$ cat src/rtl/riscv_csr_pkg.sv
// Shared M-mode CSR definitions: addresses, bit positions, Zicsr op encodings.
package riscv_csr_pkg;

    localparam logic [11:0] CSR_MSTATUS = 12'h300;
    localparam logic [11:0] CSR_MIE     = 12'h304;
    localparam logic [11:0] CSR_MTVEC   = 12'h305;
    localparam logic [11:0] CSR_MEPC    = 12'h341;
    localparam logic [11:0] CSR_MCAUSE  = 12'h342;
    localparam logic [11:0] CSR_MIP     = 12'h344;

    localparam int MSTATUS_MIE  = 3;
    localparam int MSTATUS_MPIE = 7;
    localparam int MIE_MEIE     = 11;
    localparam int MIP_MEIP     = 11;

    typedef enum logic [1:0] {
        CSR_NONE = 2'b00,
        CSR_RW   = 2'b01,
        CSR_RS   = 2'b10,
        CSR_RC   = 2'b11
    } csr_op_e;

    localparam logic [31:0] MCAUSE_MEI = 32'h8000_000B;

endpackage

$ cat src/rtl/irq_csr_unit_if.sv
// CSR-stage bus between the pipeline (master) and the interrupt/CSR unit (slave).
interface irq_csr_unit_if #(
    parameter int XLEN = 32
);
    logic            instr_valid;
    logic            stall;
    logic [XLEN-1:0] pc_in;
    logic [1:0]      csr_op;
    logic [11:0]     csr_addr;
    logic [XLEN-1:0] csr_wdata;
    logic            mret;
    logic [XLEN-1:0] csr_rdata;
    logic            trap_taken;
    logic            redirect;
    logic [XLEN-1:0] redirect_pc;
    logic            flush;

    modport master (
        output instr_valid, stall, pc_in, csr_op, csr_addr, csr_wdata, mret,
        input  csr_rdata, trap_taken, redirect, redirect_pc, flush
    );

    modport slave (
        input  instr_valid, stall, pc_in, csr_op, csr_addr, csr_wdata, mret,
        output csr_rdata, trap_taken, redirect, redirect_pc, flush
    );
endinterface

$ cat src/rtl/irq_sync_edge.sv
// Interrupt pin synchroniser, registered rising-edge detector and pending latch.
module irq_sync_edge #(
    parameter int SYNC_STAGES = 2
) (
    input  logic clk,
    input  logic rst,
    input  logic pin,
    input  logic clr,
    output logic pending
);
    logic [SYNC_STAGES-1:0] sync_q;
    logic                   prev_q;
    logic                   edge_q;

    // clr wins over a coincident edge: that request is dropped by design
    always_ff @(posedge clk or posedge rst) begin
        if (rst) begin
            sync_q  <= '0;
            prev_q  <= 1'b0;
            edge_q  <= 1'b0;
            pending <= 1'b0;
        end else begin
            sync_q <= {sync_q[SYNC_STAGES-2:0], pin};
            prev_q <= sync_q[SYNC_STAGES-1];
            edge_q <= sync_q[SYNC_STAGES-1] & ~prev_q;
            if (clr)
                pending <= 1'b0;
            else if (edge_q)
                pending <= 1'b1;
        end
    end
endmodule

$ cat src/rtl/irq_csr_unit.sv
// Machine-mode interrupt/CSR unit: holds M-mode CSRs, raises trap/mret redirects.
module irq_csr_unit
    import riscv_csr_pkg::*;
#(
    parameter int              XLEN        = 32,
    parameter logic [XLEN-1:0] RESET_MTVEC = 'h40,
    parameter int              SYNC_STAGES = 2
) (
    input  logic clk,
    input  logic rst,
    input  logic interrupt,
    irq_csr_unit_if.slave bus
);
    logic            mie_q, mpie_q, meie_q, pending;
    logic [XLEN-1:0] mtvec_q, mepc_q, mcause_q;
    logic [XLEN-1:0] rval, wval;
    logic            active, trap, mret_go, csr_we;
    csr_op_e         op;

    assign op      = csr_op_e'(bus.csr_op);
    assign active  = bus.instr_valid & ~bus.stall;
    assign trap    = pending & meie_q & mie_q & active & ~bus.mret;
    assign mret_go = active & bus.mret;
    assign csr_we  = active & (op != CSR_NONE) & ~trap;

    irq_sync_edge #(.SYNC_STAGES(SYNC_STAGES)) u_sync (
        .clk     (clk),
        .rst     (rst),
        .pin     (interrupt),
        .clr     (trap),
        .pending (pending)
    );

    always_comb begin
        rval = '0;
        case (bus.csr_addr)
            CSR_MSTATUS: begin
                rval[MSTATUS_MIE]  = mie_q;
                rval[MSTATUS_MPIE] = mpie_q;
            end
            CSR_MIE:    rval[MIE_MEIE] = meie_q;
            CSR_MIP:    rval[MIP_MEIP] = pending;
            CSR_MTVEC:  rval = mtvec_q;
            CSR_MEPC:   rval = mepc_q;
            CSR_MCAUSE: rval = mcause_q;
            default:    rval = '0;
        endcase
    end

    always_comb begin
        case (op)
            CSR_RW:  wval = bus.csr_wdata;
            CSR_RS:  wval = rval | bus.csr_wdata;
            CSR_RC:  wval = rval & ~bus.csr_wdata;
            default: wval = rval;
        endcase
    end

    assign bus.csr_rdata  = (op != CSR_NONE) ? rval : '0;
    assign bus.trap_taken = trap & ~rst;
    assign bus.redirect   = (trap | mret_go) & ~rst;
    assign bus.flush      = (trap | mret_go) & ~rst;

    // Interrupt outranks nothing here: trap already excludes the mret cycle
    always_comb begin
        bus.redirect_pc = '0;
        if (!rst) begin
            if (trap)
                bus.redirect_pc = {mtvec_q[XLEN-1:2], 2'b00};
            else if (mret_go)
                bus.redirect_pc = mepc_q;
        end
    end

    always_ff @(posedge clk or posedge rst) begin
        if (rst) begin
            mie_q    <= 1'b0;
            mpie_q   <= 1'b0;
            meie_q   <= 1'b0;
            mtvec_q  <= {RESET_MTVEC[XLEN-1:2], 2'b00};
            mepc_q   <= '0;
            mcause_q <= '0;
        end else begin
            if (csr_we) begin
                case (bus.csr_addr)
                    CSR_MSTATUS: begin
                        mie_q  <= wval[MSTATUS_MIE];
                        mpie_q <= wval[MSTATUS_MPIE];
                    end
                    CSR_MIE:    meie_q   <= wval[MIE_MEIE];
                    CSR_MTVEC:  mtvec_q  <= {wval[XLEN-1:2], 2'b00};
                    CSR_MEPC:   mepc_q   <= {wval[XLEN-1:2], 2'b00};
                    CSR_MCAUSE: mcause_q <= wval;
                    default: ;
                endcase
            end
            if (trap) begin
                mepc_q   <= {bus.pc_in[XLEN-1:2], 2'b00};
                mcause_q <= XLEN'(MCAUSE_MEI);
                mpie_q   <= mie_q;
                mie_q    <= 1'b0;
            end else if (mret_go) begin
                mie_q  <= mpie_q;
                mpie_q <= 1'b1;
            end
        end
    end
endmodule

$ cat src/flat_wrapper.sv
// flat-port wrapper written by rule: the top's interface ports become plain ports
module irq_csr_unit_flat import riscv_csr_pkg::*;
#(
    parameter int              XLEN        = 32,
    parameter logic [XLEN-1:0] RESET_MTVEC = 'h40,
    parameter int              SYNC_STAGES = 2
)
  (clk, rst, interrupt, bus_instr_valid, bus_stall, bus_pc_in, bus_csr_op, bus_csr_addr, bus_csr_wdata, bus_mret, bus_csr_rdata, bus_trap_taken, bus_redirect, bus_redirect_pc, bus_flush);
  irq_csr_unit_if #(.XLEN(XLEN)) bus_i ();
  input  logic clk;
  input  logic rst;
  input  logic interrupt;
  input wire logic [$bits(bus_i.instr_valid)-1:0] bus_instr_valid;
  input wire logic [$bits(bus_i.stall)-1:0] bus_stall;
  input wire logic [$bits(bus_i.pc_in)-1:0] bus_pc_in;
  input wire logic [$bits(bus_i.csr_op)-1:0] bus_csr_op;
  input wire logic [$bits(bus_i.csr_addr)-1:0] bus_csr_addr;
  input wire logic [$bits(bus_i.csr_wdata)-1:0] bus_csr_wdata;
  input wire logic [$bits(bus_i.mret)-1:0] bus_mret;
  output wire logic [$bits(bus_i.csr_rdata)-1:0] bus_csr_rdata;
  output wire logic [$bits(bus_i.trap_taken)-1:0] bus_trap_taken;
  output wire logic [$bits(bus_i.redirect)-1:0] bus_redirect;
  output wire logic [$bits(bus_i.redirect_pc)-1:0] bus_redirect_pc;
  output wire logic [$bits(bus_i.flush)-1:0] bus_flush;
  assign bus_i.instr_valid = bus_instr_valid;
  assign bus_i.stall = bus_stall;
  assign bus_i.pc_in = bus_pc_in;
  assign bus_i.csr_op = bus_csr_op;
  assign bus_i.csr_addr = bus_csr_addr;
  assign bus_i.csr_wdata = bus_csr_wdata;
  assign bus_i.mret = bus_mret;
  assign bus_csr_rdata = bus_i.csr_rdata;
  assign bus_trap_taken = bus_i.trap_taken;
  assign bus_redirect = bus_i.redirect;
  assign bus_redirect_pc = bus_i.redirect_pc;
  assign bus_flush = bus_i.flush;
  irq_csr_unit #(.XLEN(XLEN), .RESET_MTVEC(RESET_MTVEC), .SYNC_STAGES(SYNC_STAGES)) u_core (.clk(clk), .rst(rst), .interrupt(interrupt), .bus(bus_i));
endmodule
$ cat config.mk
export PLATFORM = sky130hd
export DESIGN_NAME = irq_csr_unit_flat
export DESIGN_NICKNAME = d
export VERILOG_FILES = /design/src/rtl/riscv_csr_pkg.sv /design/src/rtl/irq_csr_unit_if.sv /design/src/rtl/irq_sync_edge.sv /design/src/rtl/irq_csr_unit.sv /design/src/flat_wrapper.sv
export SDC_FILE = /design/constraint.sdc
export NUM_CORES = 1
export LEC_CHECK = 0
export ABC_AREA = 1
export BUFFER_PORTS_ARGS = -buffer_cell sky130_fd_sc_hd__clkbuf_2
export CAP_MARGIN = 20
export CORE_UTILIZATION = 35
export DETAILED_ROUTE_END_ITERATION = 10
export GPL_ROUTABILITY_DRIVEN = 0
export REMOVE_ABC_BUFFERS = 1
export SLEW_MARGIN = 20
export SYNTH_ARGS = -nofsm -noshare
export SYNTH_HDL_FRONTEND = slang
export SYNTH_HIERARCHICAL = 1
export SYNTH_SLANG_ARGS = --single-unit
export TNS_END_PERCENT = 1
$ cat constraint.sdc
create_clock -name clk -period 13 [get_ports clk]
set_input_delay 1.95 -clock clk [delete_from_list [all_inputs] [get_ports clk]]
set_output_delay 1.95 -clock clk [all_outputs]
set_load 0.02 [all_outputs]
## Word level (Yosys, flattened, before mapping)

Index checks and enable logic that the tools add are counted.
Widths: inputs -> output; s select.

| word-level totals | value |
|---|---|
| flip-flop bits (word level) | 102 |
| input port bits | 84 |
| output and inout bits | 67 |
| logic and storage cells | 79 |

| operators by class | value |
|---|---|
| equality and inequality tests | 9 |
| muxes and demuxes | 28 |
| bitwise logic cells | 20 |
| reductions and logical operators | 12 |

Operator list:

| kind | number |
|---|---|
| $mux 32 | 10 |
| $pmux 32 s3 | 1 |
| $eq 12x10->1 const B | 6 |
| $pmux 20 s3 | 1 |
| $and 32x32->32 | 1 |
| $not 32->32 | 1 |
| $or 32x32->32 | 1 |
| $pmux 3 s3 | 3 |
| $and 1x1->1 | 11 |
| $mux 1 | 10 |
| $reduce_and 2->1 | 5 |
| $reduce_bool 2->1 | 5 |
| $pmux 1 s4 | 2 |
| $reduce_bool 3->1 | 2 |
| $not 1->1 | 5 |
| $pmux 1 s5 | 1 |
| $eq 2x2->1 const B | 2 |
| $eq 2x1->1 const B | 1 |
| $or 1x1->1 | 1 |

## Depth between registers and ports, before layout

| depth | value |
|---|---|
| depth after elaboration | 9 |
| gate-level depth with buffers | 12 |
| mapped depth without buffers | 12 |

## By module

The synthesis kept the hierarchy.

By module, submodules not included:

| module | instances | cells an instance | area each (um^2) | seq. area each (um^2) |
|---|---|---|---|---|
| irq_csr_unit | 1 | 907 | 6,306.0 | 2,378.5 |
| irq_sync_edge | 1 | 10 | 143.9 | 125.1 |

## Worst setup path after synthesis

OpenSTA, ideal clock, no wires.

| timing | value |
|---|---|
| kind | input -> output |
| start | in rst |
| end | out bus_redirect_pc[15] |
| arrival | 5.536 ns |
| data required time | 11.050 ns |
| slack | 5.514 ns |
| cell stages on the path | 4 |
| buffers on the path | 1 |
| cell sequence | inv_1 > clkbuf_1 > nand3_1 > o21ai_0 |

| between the ends | value |
|---|---|
| word-level cells in the longest chain between the ends | 1 |

RTL lines:

| item | RTL line | text |
|---|---|---|
| start: declaration | flat_wrapper.sv:11 | `input logic rst;` |
| $mux 32 | irq_csr_unit.sv:67 | `if (!rst) begin` |
| end: declaration | flat_wrapper.sv:23 | `output wire logic [$bits(bus_i.redirect_pc)-1:0] bus_redirect_pc;` |

Every way passes these cells.

## Worst setup path in the final report

| timing | value |
|---|---|
| start | in bus_instr_valid |
| end | out bus_redirect_pc[17] |

| between the ends | value |
|---|---|
| word-level cells in the longest chain between the ends | 5 |
| elaborated cells on any way between the ends | 7 |
| those cells by class | 3 x mux; 4 x bitwise |

RTL lines:

| item | RTL line | text |
|---|---|---|
| start: declaration | flat_wrapper.sv:13 | `input wire logic [$bits(bus_i.instr_valid)-1:0] bus_instr_valid;` |
| $and 1x1->1 * | irq_csr_unit.sv:21 | `assign active = bus.instr_valid & ~bus.stall;` |
| $and 1x1->1 (on tied branches) | irq_csr_unit.sv:23, irq_csr_unit.sv:22 |  |
| $mux 32 / $and 1x1->1 (equally long branches) | irq_csr_unit.sv:70, irq_csr_unit.sv:22 |  |
| $mux 32 * | irq_csr_unit.sv:68 | `if (trap)` |
| $mux 32 * | irq_csr_unit.sv:67 |  |

Mark *: on every way between the ends. The rest lies on a longest branch, timed or not.

==> reports/metrics.yaml <==
worst_setup_path:
  crit_type: "in2out"
  critPathLaunchType: "input port"
  r2r_cells: 6
  crit_path_end_kind: "output pin"
  r2r_end: "u_core/mepc_q[19]"
  rrSetupSlack_ps: 10380
  critPathMaxFanout: 37
  cp.required_ps: 11050
  arrival_ps: 4340
  r2r_start: "u_core/meie_q"
floorplan:
  die_h_um: 137.8
  die_w_um: 137.8
  boundaryPins: 151
  coreArea_um2: 18020
  die_area_um2: 18980
  rows: 49
  initial_core_util: 0.3578
synthesis:
  synth_area_um2: 6450
  synth_top_area_frac: 0.3841
  syn_inst: 917
  synth_area_per_cell_um2: 7.034
  synth_fa_ha_area_frac: 0
  synth-seq-area-share: 0.3882
  muxShareOfSynthArea: 0
  synth_compound_area_frac: 0.1286
  synth_top_family_by_area: "simple AND/OR/NAND/NOR gates"
  synth.area.top_cells: "dfrtp_1 (38%), nand2_1 (16%), nand3_1 (11%)"
  yosysTopAreaCell: "dfrtp_1"
  synth_cell_types: 31
  synth_xor_area_frac: 0
  yosysWarningCount: 6
  synth-simple-area-share: 0.3806
  ys_ff_latch: 100
power_and_ir_drop:
  p_sw_frac: 0.2613
  comb_power_share: 0.099
  switching_power_uw: 165.0
  pwr-share-clk: 0.403
  seqPwrFrac: 0.498
  peakVddDrop_mv: 0.06389
  power.internal_uw: 466.4
  powerDensity_nw_per_um2: 84.83
  p_leak_uw: 0.004127
timing:
  slew_violations: 0
  hold_ws_ps: 349.1
  fin_crit_ps: 6294
  hold_violations: 0
  setup_viol: 0
  worst_pin_slew_ps: 1134
  fin_worst_skew_ps: 4.976
  min_period_over_period: 0.4842
  fin_setup_tns_ps: 0
  fmax_ghz: 0.1589
  slew_headroom: 0.2422
  rsz0062_at_grt: "false"
  worst_slack_ps: 6706
final_layout:
  fin_nets: 1103
  final_cell_mix: "nand2_1 (277), clkbuf_2 (146), nand3_1 (144)"
  drive_gt1_frac: 0.2178
  syn_to_final_growth_pct: 15.40
  final_common_cell: "nand2_1"
  n_antenna_cell: 0
  final_area_um2: 7443
detailed_routing:
  wl_met3_mm: 1.359
  ant_nets: 0
  viasPerCell: 5.196
  wirelength_mm: 21.33
  highest_layer: "met4"
  wire_per_inst_um: 17.02
  drcViolationCount: 0
  num_vias: 6510
  dr.pass1.iters: 5
  m1WireLength_mm: 9.213
  drt_iter0_drc: 482
  wl_met2_mm: 10.45
place:
  io_buffers: 146
  dpl.hpwl_mm: 12.84
  placedInstanceArea_um2: 7177
  dp_slack_ps: 6616
global_route:
  grt_pass1_wl_mm: 32.78
  grt_usage: 0.2324
  overflow: 0
  grt_max_degree: 70
  antenna_found_initial: 0
  grt_pass1_vias: 6001
clock_tree:
  htreeDepth: 3
  cts_buffers: 9
  cts_setup_buffers: 0
  clkTransAtPathRegs_ps: 70
  cts_tree: "yes"
  max-clock-path-buffers: 2
  cts.sink_count: 100
  clk_latency_ps: 350
  root_buffer: "clkbuf_16"
  ctsHoldBuffers: 0
  cts_resized: 0
job:
  maxCapViolations: 0
status:
  status: "completed"
min_path:
  min_from: "u_core/u_sync/sync_q[0]"
  hold_path_class: "reg2reg"
  min_path_cells: 0
  holdPathEnd: "u_core/u_sync/sync_q[1]"
flip-flops by register name, indices dropped and copies added (netlist names):
register and flops:
u_core/mcause_q 32, u_core/mepc_q 30, u_core/mtvec_q 30, u_core/u_sync/sync_q 2
u_core/meie_q 1, u_core/mie_q 1, u_core/mpie_q 1, u_core/u_sync/edge_q 1
u_core/u_sync/pending 1, u_core/u_sync/prev_q 1
layout make-up:
cell class              count  area [um^2]
well taps                 229        286.5
clock buffers              14        254.0
inverters                  81        306.5
fillers                  1953        10580
clock inverters             2        12.51
flip-flops and latches    100         2504
repair buffers            152        775.7
multi-input cells         675         3304
kinds of logic (layout without fill, tap and decap cells):
kind of cell | after synthesis | count (layout)
AND/OR/NAND/NOR | 520 | 520
other | 1 | 2
AO/OA/AOI/OAI | 153 | 153
flip-flops | 100 | 100
buffers and inverters | 143 | 249
critical path: stages:
cell      delay (ps)
clkbuf_2          70
inv_1             50
nor2_4           140
nand3_4          480
nor2_1           240
buf_4            270
inv_1            440
o21ai_0          460
clkbuf_2         240
worst max path at each step:
stage | startpoint | endpoint | slack (ps)
CTS | bus_instr_valid | bus_redirect_pc[17] | 6600
floorplan | rst | bus_redirect_pc[11] | 6160
global placement | bus_instr_valid | bus_redirect_pc[17] | 6680
finish | bus_instr_valid | bus_redirect_pc[17] | 6710
global route | bus_instr_valid | bus_redirect_pc[17] | 6530
detailed placement | bus_instr_valid | bus_redirect_pc[17] | 6620
power groups by stage:
stage / clock network, uW / logic (uW) / registers (uW)
final: 255 / 62.7 / 314
after global placement: 0 / 62.6 / 320
after detailed placement: 0 / 62.9 / 320
after floorplan: 0 / 33.1 / 320
after global routing: 273 / 69.8 / 314
after CTS: 260 / 63.1 / 314
synth_stat cells:
cell	count
a31oi_1	8
nand2_4	3
nand3_1	144
nand2_2	6
o21ai_1	31
nand4_1	1
nand3_2	23
nand3_4	1
o21ai_0	68
and3_1	1
dfstp_2	1
or2_4	1
buf_8	1
dfrtp_1	99
buf_2	28
nor2_4	7
nor2_2	5
or2_2	1
a31o_2	1
nor2_1	46
inv_2	4
nand2_1	277
buf_6	7
inv_1	77
nor2_8	3
conb_1	1
nor3_1	1
clkbuf_1	20
a21oi_1	35
a32o_1	10
buf_4	6
metal layers:
metal	up-vias	GRT usage
met3	20	0.03017
li1	3200	-
met2	243	0.3922
met5	-	0
met4	0	0.07307
met1	3047	0.3071
through the flow:
| stage | util | power, uW | instances |
|---|---|---|---|
| finish | 0.4130 | 631.4 | 1253 |
| detailed placement | 0.3982 | 382.9 | 1237 |
| global placement | 0.3982 | 382.6 | 1237 |
| CTS | 0.4130 | 637.3 | 1253 |
| global route | 0.4130 | 656.8 | 1253 |
| floorplan | - | 352.8 | 856 |
Power figures use the tool's default switching activity.
